**src/rtl/logip_pkg.sv**
```systemverilog
// Shared types and constants for the SUMP sample transmit path.
package logip_pkg;

    typedef enum logic [1:0] {
        IDLE  = 2'd0,
        START = 2'd1,
        DATA  = 2'd2,
        STOP  = 2'd3
    } uart_state_e;

    localparam int SUMP_WORD_W = 32;
    localparam int SUMP_BYTES  = 4;
    localparam int DATA_BITS   = 8;
    localparam int STOP_BITS   = 1;

    // Index of the lowest set bit of a byte-group mask (0 when the mask is empty).
    function automatic logic [1:0] lowest_idx(input logic [SUMP_BYTES-1:0] m);
        lowest_idx = 2'd0;
        for (int i = SUMP_BYTES - 1; i >= 0; i--) begin
            if (m[i]) lowest_idx = 2'(i);
        end
    endfunction

endpackage

```
**src/rtl/uart_byte_tx.sv**
```systemverilog
// 8N1 byte serializer; a start strobe in the last stop-bit cycle chains the next frame with no gap.
module uart_byte_tx
    import logip_pkg::*;
#(
    parameter int CLK_PER_BIT = 868
) (
    input  logic       clk_i,
    input  logic       rst_i,
    input  logic       start_i,
    input  logic [7:0] byte_i,
    output logic       done_o,
    output logic       busy_o,
    output logic       tx_o
);

    localparam int BAUD_W = $clog2(CLK_PER_BIT);
    localparam logic [BAUD_W-1:0] BAUD_LAST = BAUD_W'(CLK_PER_BIT - 1);
    localparam logic [2:0] BIT_LAST = 3'(DATA_BITS - 1);

    uart_state_e       state_q, state_d;
    logic [BAUD_W-1:0] baud_q, baud_d;
    logic [2:0]        bit_q, bit_d;
    logic [7:0]        shreg_q, shreg_d;
    logic              tx_q, tx_d;
    logic              baud_last;

    assign baud_last = (baud_q == BAUD_LAST);
    assign done_o    = (state_q == STOP) && baud_last;
    assign busy_o    = (state_q != IDLE);
    assign tx_o      = tx_q;

    always_comb begin
        state_d = state_q;
        baud_d  = baud_q;
        bit_d   = bit_q;
        shreg_d = shreg_q;
        tx_d    = tx_q;
        case (state_q)
            IDLE: begin
                if (start_i) begin
                    state_d = START;
                    baud_d  = '0;
                    shreg_d = byte_i;
                    tx_d    = 1'b0;
                end
            end
            START: begin
                if (baud_last) begin
                    state_d = DATA;
                    baud_d  = '0;
                    bit_d   = '0;
                    tx_d    = shreg_q[0];
                end else begin
                    baud_d = baud_q + 1'b1;
                end
            end
            DATA: begin
                if (baud_last) begin
                    baud_d = '0;
                    if (bit_q == BIT_LAST) begin
                        state_d = STOP;
                        tx_d    = 1'b1;
                    end else begin
                        bit_d   = bit_q + 1'b1;
                        shreg_d = shreg_q >> 1;
                        tx_d    = shreg_q[1];
                    end
                end else begin
                    baud_d = baud_q + 1'b1;
                end
            end
            STOP: begin
                if (baud_last) begin
                    baud_d = '0;
                    if (start_i) begin
                        state_d = START;
                        shreg_d = byte_i;
                        tx_d    = 1'b0;
                    end else begin
                        state_d = IDLE;
                    end
                end else begin
                    baud_d = baud_q + 1'b1;
                end
            end
            default: begin
                state_d = IDLE;
                tx_d    = 1'b1;
            end
        endcase
    end

    // Line register resets high asynchronously so an aborted frame leaves the line idle at once.
    always_ff @(posedge clk_i or posedge rst_i) begin
        if (rst_i) begin
            state_q <= IDLE;
            baud_q  <= '0;
            bit_q   <= '0;
            tx_q    <= 1'b1;
        end else begin
            state_q <= state_d;
            baud_q  <= baud_d;
            bit_q   <= bit_d;
            tx_q    <= tx_d;
        end
    end

    always_ff @(posedge clk_i) begin
        shreg_q <= shreg_d;
    end

endmodule

```
**src/rtl/sump_sample_tx.sv**
```systemverilog
// Word handshake and byte sequencer feeding the 8N1 serializer toward the host.
module sump_sample_tx
    import logip_pkg::*;
#(
    parameter int CLK_PER_BIT = 868,
    parameter int WORD_BYTES  = SUMP_BYTES
) (
    input  logic                   clk_i,
    input  logic                   rst_i,
    input  logic                   tx_stb_i,
    input  logic [SUMP_WORD_W-1:0] tx_i,
    input  logic [WORD_BYTES-1:0]  grp_en_i,
    output logic                   tx_rdy_o,
    output logic                   uart_tx_o,
    output logic                   busy_o
);

    logic [SUMP_WORD_W-1:0] word_q, word_d;
    logic [WORD_BYTES-1:0]  rem_q, rem_d;
    logic                   rdy_q, rdy_d;
    logic                   busy_q, busy_d;

    logic                   accept;
    logic                   ser_start;
    logic                   ser_done;
    logic                   ser_busy;
    logic [SUMP_WORD_W-1:0] src_word;
    logic [WORD_BYTES-1:0]  src_mask;
    logic [1:0]             idx;
    logic [7:0]             byte_sel;

    assign accept    = tx_stb_i && rdy_q;
    assign tx_rdy_o  = rdy_q;
    assign busy_o    = busy_q;

    // Fresh word on acceptance, otherwise the latched word and its remaining mask.
    always_comb begin
        src_word = word_q;
        src_mask = rem_q;
        if (accept) begin
            src_word = tx_i;
            src_mask = grp_en_i;
        end
        idx      = lowest_idx(src_mask);
        byte_sel = src_word[{idx, 3'b000} +: 8];
    end

    always_comb begin
        word_d    = word_q;
        rem_d     = rem_q;
        rdy_d     = rdy_q;
        busy_d    = busy_q;
        ser_start = 1'b0;
        if (accept) begin
            word_d = tx_i;
            if (|grp_en_i) begin
                ser_start = 1'b1;
                rdy_d     = 1'b0;
                busy_d    = 1'b1;
            end
        end else if (ser_done) begin
            if (|rem_q) begin
                ser_start = 1'b1;
            end else begin
                rdy_d  = 1'b1;
                busy_d = 1'b0;
            end
        end
        if (ser_start) begin
            rem_d = src_mask & ~(WORD_BYTES'(1) << idx);
        end
    end

    always_ff @(posedge clk_i or posedge rst_i) begin
        if (rst_i) begin
            rem_q  <= '0;
            rdy_q  <= 1'b1;
            busy_q <= 1'b0;
        end else begin
            rem_q  <= rem_d;
            rdy_q  <= rdy_d;
            busy_q <= busy_d;
        end
    end

    always_ff @(posedge clk_i) begin
        word_q <= word_d;
    end

    uart_byte_tx #(
        .CLK_PER_BIT(CLK_PER_BIT)
    ) u_ser (
        .clk_i  (clk_i),
        .rst_i  (rst_i),
        .start_i(ser_start),
        .byte_i (byte_sel),
        .done_o (ser_done),
        .busy_o (ser_busy),
        .tx_o   (uart_tx_o)
    );

    // Serializer activity is fully mirrored by busy_q; kept for observability.
    logic unused_ok;
    assign unused_ok = ser_busy;

endmodule

```
**config.mk**
```make
export PLATFORM = sky130hd
export DESIGN_NAME = sump_sample_tx
export DESIGN_NICKNAME = d
export VERILOG_FILES = /design/src/rtl/logip_pkg.sv /design/src/rtl/uart_byte_tx.sv /design/src/rtl/sump_sample_tx.sv
export SDC_FILE = /design/constraint.sdc
export NUM_CORES = 1
export LEC_CHECK = 0
export CORE_ASPECT_RATIO = 0.9
export CORE_MARGIN = 10
export CORE_UTILIZATION = 55
export CTS_BUF_LIST = sky130_fd_sc_hd__clkbuf_4 sky130_fd_sc_hd__clkbuf_8
export CTS_CLUSTER_SIZE = 30
export DETAILED_ROUTE_END_ITERATION = 10
export DONT_BUFFER_PORTS = 1
export GPL_TIMING_DRIVEN = 1
export PLACE_DENSITY_LB_ADDON = 0.08
export SLEW_MARGIN = 0
export SYNTH_ARGS = -nofsm -noshare
export SYNTH_HDL_FRONTEND = slang
export SYNTH_SLANG_ARGS = --single-unit
export TNS_END_PERCENT = 50
```
**constraint.sdc**
```tcl
create_clock -name clk_i -period 1.9 [get_ports clk_i]
set_input_delay 0.38 -clock clk_i [delete_from_list [all_inputs] [get_ports clk_i]]
set_output_delay 0.38 -clock clk_i [all_outputs]
set_load 0.05 [all_outputs]
```
# == Word level (Yosys, flattened, before mapping) ==
# Cells that the tools add are included.
# word_totals
out_inout_bits,3
inputBits,39
ff_bits,62
ramBits,0
mem_count,0
latch_bits,0
rom_bits,0
# classes
multipliers,0
bitwise,2
n_mux,43
shifts,2
reduce_logical,14
addsub,2
eq_ne,13
n_div,0
order_cmp,0
# op_table
cell,count
32-bit two-way mux,1
8-bit two-way mux,4
32-bit by 6-bit indexed part select with 8-bit output,1
8-bit one-hot mux with 3 select lines,1
10-bit two-way mux,2
10-bit one-hot mux with 2 select lines,1
1-bit two-way mux,18
2-bit two-way mux,9
10-bit by 1-bit adder with 10-bit output (second input constant),1
10-bit equality test (second input constant),1
2-bit by 1-bit inequality test with 1-bit output (second input constant),5
3-bit two-way mux,3
2-bit one-hot mux with 4 select lines,1
4-bit AND reduction,2
4-bit OR reduction,2
2-bit inequality test (second input constant),3
3-bit one-hot mux with 2 select lines,1
3-bit AND reduction,2
5-bit AND reduction,1
4-bit bitwise AND,1
2-bit equality test (second input constant),2
4-bit two-way mux,1
4-bit inverter,1
1-bit one-hot mux with 4 select lines,1
9 further kinds,11

# == Longest topological paths before layout ==
# Gate-level depths: netlist of the first run.
# logic_depth
word_depth,10
depth_mapped,8
ltp_nobuf,6

# == Modules after synthesis ==
# A second synthesis of the first run with hierarchy kept.
# unflattened
cells_unflattened,288
hier_area_um2,3056.7
# by_module_without_submodules
module,area_each_um2,n_inst,seq_area_each_um2,cells_each
sump_sample_tx,1669.1,1,792.0,152
uart_byte_tx,1387.6,1,641.9,136

# == Worst setup path after synthesis of the first run ==
# Ideal clock, no wire load.
# synth_timing
kind,register -> register
startpoint,"reg rdy_q, in the netlist tx_rdy_o"
endpoint,"reg u_ser.shreg_q[0], data pin"
setup_time_ps,273
t_arrival_ps,1963
required_ps,1627
period_less_slack_ps,2236
stages_incl_launch_ff,7
n_path_buf,1
setup_slack_ps,-336
cell_sequence,dfstp_2 and2_4 mux2_4 and2_1 buf_4 a221oi_1 a32oi_1
# synth_via
elab_chain_len,10
word_cells_on_any_way,12
classes_between,shift: 1; mux: 10; reduce/logical: 1
# synth_lines
item,line_no,source
"start, declared",sump_sample_tx.sv:20,"logic rdy_q, rdy_d;"
"start signal, assigned",sump_sample_tx.sv:81,rdy_q <= rdy_d;
1-bit logical AND (*),sump_sample_tx.sv:32,assign accept = tx_stb_i && rdy_q;
4-bit two-way mux,sump_sample_tx.sv:40,if (accept) begin
2-bit two-way mux (4 in a row),logip_pkg.sv:20,if (m[i]) lowest_idx = 2'(i);
32-bit by 6-bit indexed part select with 8-bit output,sump_sample_tx.sv:45,"byte_sel = src_word[{idx, 3'b000} +: 8];"
8-bit two-way mux (*),"uart_byte_tx.sv:40, uart_byte_tx.sv:75",
8-bit two-way mux,uart_byte_tx.sv:73,if (baud_last) begin
8-bit one-hot mux with 3 select lines (*),uart_byte_tx.sv:38,case (state_q)
net u_ser.shreg_d[0],uart_byte_tx.sv:23,"logic [7:0] shreg_q, shreg_d;"
"end signal, assigned",uart_byte_tx.sv:109,shreg_q <= shreg_d;
"end, declared",uart_byte_tx.sv:23,
# Mark *: on every way through the listed nets, which the timed path passes. The rest lies on a longest branch. The select of a mux whose other input is x is not followed.
# A chain may end at the register's enable or synchronous reset.

# == Worst setup path in the final report of the first run ==
# layout_timing
startpoint,"reg rdy_q, in the netlist tx_rdy_o"
endpoint,"reg u_ser.shreg_q[2], data pin"
# layout_via
word_cells_on_any_way,12
classes_between,shift: 1; mux: 10; reduce/logical: 1
# layout_lines
item,line_no,source
1-bit logical AND (*),sump_sample_tx.sv:32,
32-bit two-way mux (*),sump_sample_tx.sv:40,
net src_word[18],sump_sample_tx.sv:27,logic [SUMP_WORD_W-1:0] src_word;
32-bit by 6-bit indexed part select with 8-bit output (*),sump_sample_tx.sv:45,
8-bit two-way mux (*),"uart_byte_tx.sv:40, uart_byte_tx.sv:75",
8-bit two-way mux,uart_byte_tx.sv:73,
8-bit one-hot mux with 3 select lines (*),uart_byte_tx.sv:38,
net u_ser.shreg_d[2],uart_byte_tx.sv:23,
# Marks and branches as above.

==> results of run 1 <==
-- cell usage in the layout (no fill, tap or decap), types with 3 or more instances in the layout --
| master | instances |
|---|---|
| o21ai_0 | 6 |
| mux2_4 | 6 |
| o21ai_1 | 16 |
| nor2b_1 | 3 |
| a221oi_2 | 7 |
| a32oi_1 | 3 |
| clkbuf_8 | 9 |
| dfxtp_1 | 32 |
| buf_4 | 43 |
| a22o_1 | 6 |
| a21oi_1 | 5 |
| a22oi_1 | 4 |
| edfxtp_1 | 8 |
| buf_6 | 3 |
| nand2b_1 | 3 |
| nand2_1 | 66 |
| inv_1 | 3 |
| nor2_1 | 15 |
| dfrtp_1 | 20 |
| mux2_2 | 25 |
| nand3_1 | 4 |
| and3_1 | 8 |
| nor3b_1 | 3 |
| o2bb2ai_1 | 3 |
| ha_1 | 7 |
-- final cells by class --
type / instances / area [sq um]
Multi-Input combinational cell: 238 / 1788
Fill cell: 424 / 1663
Sequential cell: 62 / 1438
Timing Repair Buffer: 50 / 411.6
Clock buffer: 9 / 123.9
Tap cell: 70 / 87.58
Clock inverter: 7 / 72.57
Inverter: 3 / 11.26
-- final timing paths --
check,slack (ns),depth (start not counted),end
min in group asynchronous,0.50,3,u_ser.baud_q[8]
worst min-delay path,0.16,2,word_q[5]
worst max register to register,-0.09,6,u_ser.shreg_q[2]
max in group asynchronous,1.12,3,tx_rdy_o
worst max-delay path,-0.09,6,u_ser.shreg_q[2]
worst min register to register,0.46,2,word_q[5]
-- through the flow --
step | TNS [ns] | hold WS (ns) | setup WS, ns
3_3_place_gp | -1.229 | 0.3251 | -0.1471
6_report | -0.5879 | 0.1555 | -0.09412
5_1_grt | -1.346 | 0.1585 | -0.1477
3_5_place_dp | -1.554 | 0.3318 | -0.1439
4_1_cts | -0.5684 | 0.1503 | -0.09038
2_1_floorplan | -1.541 | 0.3677 | -0.2055
-- timing repair --
action | in CTS | in global routing
buffers inserted | 0 | 1
pin swaps | 6 | 5
hold buffers | 1 | 0
resized for setup | 8 | 17
setup endpoints to repair | 17 | 22
gates cloned | 0 | 1
hold endpoints to repair | 20 | 0
-- metal layers --
metal  global-route usage  up-vias  routed length [um]
met5                    0        -                   0
met3              0.05851       13                 401
met2               0.2668       47                3542
li1                     -     1245                   -
met1               0.1916     1168                3279
met4              0.04654        0                  70
-- cell families (layout without fill, tap and decap cells) --
kind of cell             count (synthesis)  after routing  share of synthesized area
AND/OR/NAND/NOR                        124            124                     0.1842
buffers and inverters                   16             69                    0.02950
adder cells (fa/ha/maj)                  8              8                    0.03190
XOR/XNOR                                 2              2                   0.005583
AO/OA/AOI/OAI                           70             70                     0.1691
flip-flops                              62             62                     0.4569
multiplexers                            34             34                     0.1228
-- flip-flops by register name, summed over array words and instances, names as in the netlist --
name           cells
u_ser.tx_o         1
u_ser.state_q      2
rem_q              4
u_ser.baud_q      10
u_ser.bit_q        3
u_ser.shreg_q      8
tx_rdy_o           1
word_q            32
busy_o             1
-- critical path, stage by stage, from the launching register on --
cell      delay [ns]
dfstp_4         0.65
nand2_4         0.07
buf_12          0.15
mux2_2          0.28
mux2_2          0.27
a221oi_2        0.20
a22oi_1         0.12
-- report_power, final --
part / switching [mW] / internal [mW]
Combinational: 0.0125 / 0.00791
Clock: 0.552 / 0.609
Sequential: 0 / 1.33
Total: 0.565 / 1.95
==> impl_metrics.ini, run 1 <==
[status]
status = finished with violations
violations = setup timing

[placement]
dpl.cell_count = 420
gp_congestion = 0.8459
place_hpwl_um = 5448
place_area_sq_um = 3592
portBuffers = 0

[synthesis]
ys_ff_latch = 62
syn_nets = 363
syn-cell-area_sq_um = 3138
avgSynthCellArea_sq_um = 9.930
yosysTopAreaCell = dfxtp_1
seq_area_frac_synth = 0.4569
synth.area.top_cells = dfxtp_1 20%, dfrtp_1 16%, mux2_2 10%
netlist_instances = 316
yosysMostFrequentCell = nand2_1
synth_top_area_frac = 0.2041
async_reset_ff_frac = 0.3548
synth_commonest_cells = 68 x nand2_1, 32 x dfxtp_1, 29 x mux2_2
yosys_warnings = 0
ys_types = 54
synth_edf_count = 8
synthFlopType = dfxtp_1

[hold_path]
hp-start = tx_i[5]
hold_class = in -> reg

[layout]
drive_gt1_frac = 0.3604
areaGrowthSynthToFinish_pct = 25.32
num_antenna_cells = 0
final_cell_count_no_fill = 439
final_area_sq_um = 3933
layout.nets = 411
fin_util = 0.7028

[setup_path]
end_kind = flop
crit_start = tx_rdy_o
worstSetupPathType = reg -> reg
cp.arrival_ns = 2.10
start_kind = flop
r2r-start = tx_rdy_o
crit_fanout = 14
critical_path_required_ns = 2.00

[sta]
period_share = 1.050
final.setup_skew_ns = 0.008590
period_minus_slack_ns = 1.994
worst_slack_ns = -0.09412
setup_viol = 8
tightest_slew_ns = 0.4782
rsz0062_at_grt = yes
slew_viol_final = 0
worst_slew_margin_rel = 0.6812
final_hold_viol_count = 0
max_freq_mhz = 501.5

[floorplan]
io_pins = 42
die_h_um = 91.66
die-area_sq_um = 9131
start_util = 0.5608
coreArea_sq_um = 5595
die_x_um = 99.62
fp-row-count = 26

[route]
drc = 0
wirelength_um = 7295
drtAntennaViolNets = 0
drt-pass1-iter-count = 4
num_vias = 2473
viasPerCell = 5.633
wire_per_inst_um = 16.62
drt-initial-drc-count = 110

[clock_tree]
cts_buffers = 9
cts.sinks = 62
clk_latency_ns = 0.36
htreeDepth = 3
clockBufferDepth = 2
cts_tree = done
clk_pin_slew_ns = 0.08
cts_root_buf = clkbuf_8

[global_routing]
gr-usage-all-layers = 0.1612
first_global_vias = 2529
antenna_found_initial = 0
overflow = 0
grt_pass1_wl_um = 12040
grt_max_degree = 23

[pwr]
power_density_nw_per_um2 = 638.5
total_power_mw = 2.511
peakVddDrop_v = 0.0005907
total_leakage_power_nw = 1.702

[job]
max-cap-violations = 0
No activity file was read; power rests on OpenSTA's default activity.
==> inputs of run 2 (changes only) <==
--- a/config.mk
+++ b/config.mk
@@ -7,14 +7,15 @@
 export LEC_CHECK = 0
 export CORE_ASPECT_RATIO = 0.9
 export CORE_MARGIN = 10
-export CORE_UTILIZATION = 55
+export CORE_UTILIZATION = 35
 export CTS_BUF_LIST = sky130_fd_sc_hd__clkbuf_4 sky130_fd_sc_hd__clkbuf_8
 export CTS_CLUSTER_SIZE = 30
 export DETAILED_ROUTE_END_ITERATION = 10
 export DONT_BUFFER_PORTS = 1
 export GPL_TIMING_DRIVEN = 1
 export PLACE_DENSITY_LB_ADDON = 0.08
-export SLEW_MARGIN = 0
+export SKIP_LAST_GASP = 1
+export SLEW_MARGIN = 20
 export SYNTH_ARGS = -nofsm -noshare
 export SYNTH_HDL_FRONTEND = slang
 export SYNTH_SLANG_ARGS = --single-unit
==> run 2 against run 1 <==
Compared with the run above: the run still ends with setup timing left; register-to-register slack lost 0.05 ns; routed wire length increased by 8.9%; setup slack got worse by 0.049 ns; first-iteration DRC count up 6.4%; utilization is 23 points lower; clock power about the same; critical path depth unchanged; global-route usage fell by 3.7 points; sequential share of layout area down 1.2 points; critical path type unchanged.
==> impl_metrics.ini, run 2 (synthesis gave the netlist of run 1 again) <==
[sta]
slew_viol_final = 0
setup_viol = 8
worst_slack_ns = -0.1428
period_minus_slack_ns = 2.043
tightest_slew_ns = 0.4828
worst_slew_margin_rel = 0.6781
fin_setup_tns_ns = -0.8885
final_hold_viol_count = 0
rsz0062_at_grt = yes
period_share = 1.075
max_freq_mhz = 489.5
final.setup_skew_ns = 0.008912

[setup_path]
critical_path_required_ns = 1.99
cp.arrival_ns = 2.13
end_kind = flop
r2r_slack_ns = -0.14
reg2reg_to = u_ser.shreg_q[3]
crit_fanout = 8
start_kind = flop
r2r-start = tx_rdy_o
worstSetupPathType = reg -> reg
rr_worst_depth = 6

[layout]
reg.largest.list = word_q x32, u_ser.baud_q x10, u_ser.shreg_q x8
areaGrowthSynthToFinish_pct = 29.43
fin_util = 0.4696
largest_reg_flops = 32
layout.nets = 417
largest-register = word_q
num_antenna_cells = 0
fillers = 859
layout_common_cells = 65 x nand2_1, 46 x buf_4, 32 x dfxtp_1
final_common_cell = nand2_1
drive_gt1_frac = 0.3653

[route]
drc = 0
num_vias = 2520
drtAntennaViolNets = 0
drt-pass1-iter-count = 4
viasPerCell = 5.101
drt-initial-drc-count = 117
wirelength_um = 7947
wire_per_inst_um = 16.09

[clock_tree]
htreeDepth = 3
cts_buffers = 9
cts.sinks = 62
clockBufferDepth = 2
cts_tree = done
clk_pin_slew_ns = 0.08
cts_root_buf = clkbuf_8
clk_latency_ns = 0.34

[global_routing]
grt_pass1_wl_um = 13080
overflow = 0
antenna_found_initial = 0
grt_max_degree = 23
gr-usage-all-layers = 0.1246
first_global_vias = 2553

[placement]
gp_congestion = 0.8076
place_ws_ns = -0.1705
portBuffers = 0
place_hpwl_um = 5931

[floorplan]
die_x_um = 119.8
die_h_um = 109.8
io_pins = 42
fp-row-count = 32
die-area_sq_um = 13160
start_util = 0.3628
coreArea_sq_um = 8648

[pwr]
total_power_mw = 2.519
peakVddDrop_v = 0.0003367
power_density_nw_per_um2 = 620.1
total_leakage_power_nw = 1.766

[status]
status = finished with violations
violations = setup timing

[hold_path]
hold_class = in -> reg
hold_end = word_q[7]
hp-start = tx_i[7]
holdPathStages = 2

[job]
max-cap-violations = 0
## run 2: cell types whose count changed in the layout (fill, tap and decap cells not counted), sizes merged
cell    before  now
clkinv       3    4
inv          5    4
bufbuf       0    1
buf         49   54
## run 2: critical path, stage by stage, from the launching register on
cell	delay, ns
dfstp_4	0.66
nand2_4	0.08
buf_8	0.14
mux2_2	0.28
mux2_4	0.28
a221oi_2	0.23
a22oi_1	0.12
## run 2: power by group
group	internal (mW)	total, mW	switching (mW)
Sequential	1.33	1.33	0
Combinational	0.00678	0.0204	0.0136
Clock	0.610	1.17	0.560
## run 2: repair_timing
item	in CTS	in global routing
hold buffers	1	0
buffers inserted	0	1
resized for setup	12	13
endpoints found under the hold margin	20	0
gates cloned	1	0
pin swaps	7	5
endpoints found under the setup margin	18	23
## run 2: per-stage QoR
stage	instance area [sq um]	hold slack, ns	std cells
3_3_place_gp	3711	0.3412	475
3_5_place_dp	3711	0.3415	475
5_1_grt	4061	0.1705	494
6_report	4061	0.1824	494
4_1_cts	4003	0.1702	493
2_1_floorplan	3216	0.3677	316
## run 2: final cells by class
class,instances,area [sq um],area share
Clock buffer,9,123.9,0.03050
Clock inverter,7,73.82,0.01818
Inverter,3,11.26,0.002773
Multi-Input combinational cell,238,1758,0.4328
Sequential cell,62,1438,0.3540
Tap cell,119,148.9,0.03666
Timing Repair Buffer,56,508.0,0.1251
## run 2: worst max path at each step
stage,start,end,slack (ns),cells after the start
after floorplan,tx_rdy_o,u_ser.shreg_q[2],-0.21,6
after global placement,tx_rdy_o,u_ser.shreg_q[0],-0.19,6
after detailed placement,tx_rdy_o,u_ser.shreg_q[0],-0.17,6
after CTS,tx_rdy_o,u_ser.shreg_q[2],-0.13,6
after global routing,tx_rdy_o,u_ser.shreg_q[3],-0.21,6
final,tx_rdy_o,u_ser.shreg_q[3],-0.14,6
## run 2: layer usage
| metal | track usage | part of all wire |
|---|---|---|
| met1 | 0.1631 | 0.49 |
| met2 | 0.1911 | 0.45 |
| met3 | 0.04100 | 0.057 |
| met4 | 0.03959 | 0.0098 |
| met5 | 0 | 0 |
==> inputs of run 3 (changes only) <==
--- a/config.mk
+++ b/config.mk
@@ -12,6 +12,7 @@
 export CTS_CLUSTER_SIZE = 30
 export DETAILED_ROUTE_END_ITERATION = 10
 export DONT_BUFFER_PORTS = 1
+export GPL_ROUTABILITY_DRIVEN = 1
 export GPL_TIMING_DRIVEN = 1
 export PLACE_DENSITY_LB_ADDON = 0.08
 export SKIP_LAST_GASP = 1
==> constraint.sdc (replaced) <==
create_clock -name clk_i -period 1.9 [get_ports clk_i]
set_input_delay 0.19 -clock clk_i [delete_from_list [all_inputs] [get_ports clk_i]]
set_output_delay 0.19 -clock clk_i [all_outputs]
set_load 0.05 [all_outputs]
==> run 3 against run 2 <==
Compared with the run above: clock-buffer cell count unchanged; routed wire length rose by 5.6%; sequential share of layout area shrank 1.2 points; global-route usage rose by 0.21 points; the flow still finishes with violations (setup timing); critical path depth is 2 higher; setup slack gained 0.012 ns; hold slack got worse by 0.17 ns; design area increased by 3.5%; clock skew increased by 0.0031 ns; cell count increased by 4.3%; non-clock buffer count is 21 higher; fmax is 0.61% higher; largest cell class unchanged.
==> impl_metrics.ini, run 3 (synthesis gave the netlist of run 1 again) <==
[clock_tree]
clockBufferDepth = 2
cts_tree = done
cts.sinks = 62
clk_latency_ns = 0.34
clk_pin_slew_ns = 0.08
cts_root_buf = clkbuf_8
cts_buffers = 9
htreeDepth = 3

[layout]
num_antenna_cells = 0
reg.largest.list = word_q x32, u_ser.baud_q x10, u_ser.shreg_q x8
largest_reg_flops = 32
areaGrowthSynthToFinish_pct = 33.97
final_common_cell = nand2_1
largest-register = word_q
layout_common_cells = 67 x nand2_1, 47 x buf_4, 32 x dfxtp_1
drive_gt1_frac = 0.3283
layout.nets = 438

[floorplan]
coreArea_sq_um = 8648
io_pins = 42
start_util = 0.3628
die_x_um = 119.8
fp-row-count = 32
die_h_um = 109.8
die-area_sq_um = 13160

[pwr]
total_power_mw = 2.417
p_seq_frac = 0.550
p_sw_uw = 579.1
p_comb_frac = 0.022
cell_internal_pwr_mw = 1.838
clkPwrFrac = 0.428
switching_share = 0.2396
power_density_nw_per_um2 = 575.0
peakVddDrop_v = 0.0003504
total_leakage_power_nw = 1.821

[route]
viasPerCell = 4.961
num_vias = 2555
drt-initial-drc-count = 110
wirelength_um = 8396
drt-pass1-iter-count = 5
drc = 0
drtAntennaViolNets = 0
wire_per_inst_um = 16.30

[setup_path]
crit_fanout = 6
start_kind = flop
cp.arrival_ns = 2.20
worstSetupPathType = reg -> reg
r2r-start = tx_rdy_o
critical_path_required_ns = 2.07
crit_start = tx_rdy_o
end_kind = flop

[global_routing]
overflow = 0
gr-usage-all-layers = 0.1267
antenna_found_initial = 0
grt_max_degree = 23
first_global_vias = 2574
grt_pass1_wl_um = 13370

[sta]
final_hold_viol_count = 0
setup_viol = 10
whs_ns = 0.01003
worst_slack_ns = -0.1304
period_minus_slack_ns = 2.030
period_share = 1.069
max_freq_mhz = 492.5
rsz0062_at_grt = yes
worst_slew_margin_rel = 0.6824
tightest_slew_ns = 0.4763
slew_viol_final = 0
fin_setup_tns_ns = -1.032
final.setup_skew_ns = 0.01198

[hold_path]
hp-start = tx_i[12]
hold_class = in -> reg

[job]
max-cap-violations = 0

[placement]
gp_congestion = 0.7690
portBuffers = 0
place_hpwl_um = 5810

[status]
status = finished with violations
violations = setup timing
==> run 3: cell count changes in the layout (fill, tap and decap cells not counted), sizes merged <==
cell	before	now
dlygate4sd3	1	22
clkinvlp	1	3
buf	54	53
bufinv	1	0
clkbuf	9	10
clkinv	4	3
==> run 3: layer usage <==
| layer | wire length [um] | GRT usage |
|---|---|---|
| met1 | 3915 | 0.1571 |
| met2 | 4075 | 0.2108 |
| met3 | 336 | 0.03895 |
| met4 | 69 | 0.03356 |
| met5 | 0 | 0 |
==> run 3: worst paths after layout <==
path                                         end  slack [ns]  depth (start not counted)
worst max-delay path            u_ser.shreg_q[2]       -0.13                          8
worst min-delay path                  word_q[12]        0.01                          2
worst max register to register  u_ser.shreg_q[2]       -0.13                          8
worst min register to register         word_q[5]        0.47                          2
max in group asynchronous             u_ser.tx_o        1.28                          3
min in group asynchronous       u_ser.state_q[0]        0.33                          3
==> run 3: critical path, stage by stage (launching register included) <==
cell and delay (ns):
dfstp_4 0.66, buf_6 0.12, buf_6 0.10, a211oi_4 0.05, buf_6 0.12, a221oi_4 0.32, clkbuf_16 0.24, a221oi_2 0.06
a22oi_1 0.20
==> run 3: power groups by stage <==
stage                     Clock, mW  Combinational, mW  Sequential [mW]
final                          1.03             0.0543             1.33
after global routing           1.14             0.0594             1.33
after CTS                      1.08             0.0475             1.33
after detailed placement          0             0.0188             1.36
after global placement            0             0.0190             1.36
after floorplan                   0             0.0121             1.36
==> run 3: through the flow <==
stage | instances | worst slack (ns) | utilization | area [sq um]
2_1_floorplan | 316 | -0.2055 | - | 3207
3_3_place_gp | 471 | -0.1893 | 0.4235 | 3662
3_5_place_dp | 471 | -0.1821 | 0.4235 | 3662
4_1_cts | 506 | -0.1193 | 0.4706 | 4070
5_1_grt | 515 | -0.1941 | 0.4861 | 4204
6_report | 515 | -0.1304 | 0.4861 | 4204
==> run 3: layout make-up <==
cell class | instances | area, sq um
clock buffer | 9 | 123.9
inverter | 3 | 11.26
sequential | 62 | 1438
clock inverter | 7 | 50.05
fill | 827 | 4444
timing repair buffer | 77 | 715.7
multi-input combinational | 238 | 1717
tap | 119 | 148.9
==> run 3: what timing repair did <==
action	4_1_cts	5_1_grt
pin swaps	1	6
gates cloned	1	1
gates resized for setup	8	8
hold buffers	17	5
setup endpoints to repair	16	18
endpoints found under the hold margin	36	5
setup buffers	1	3
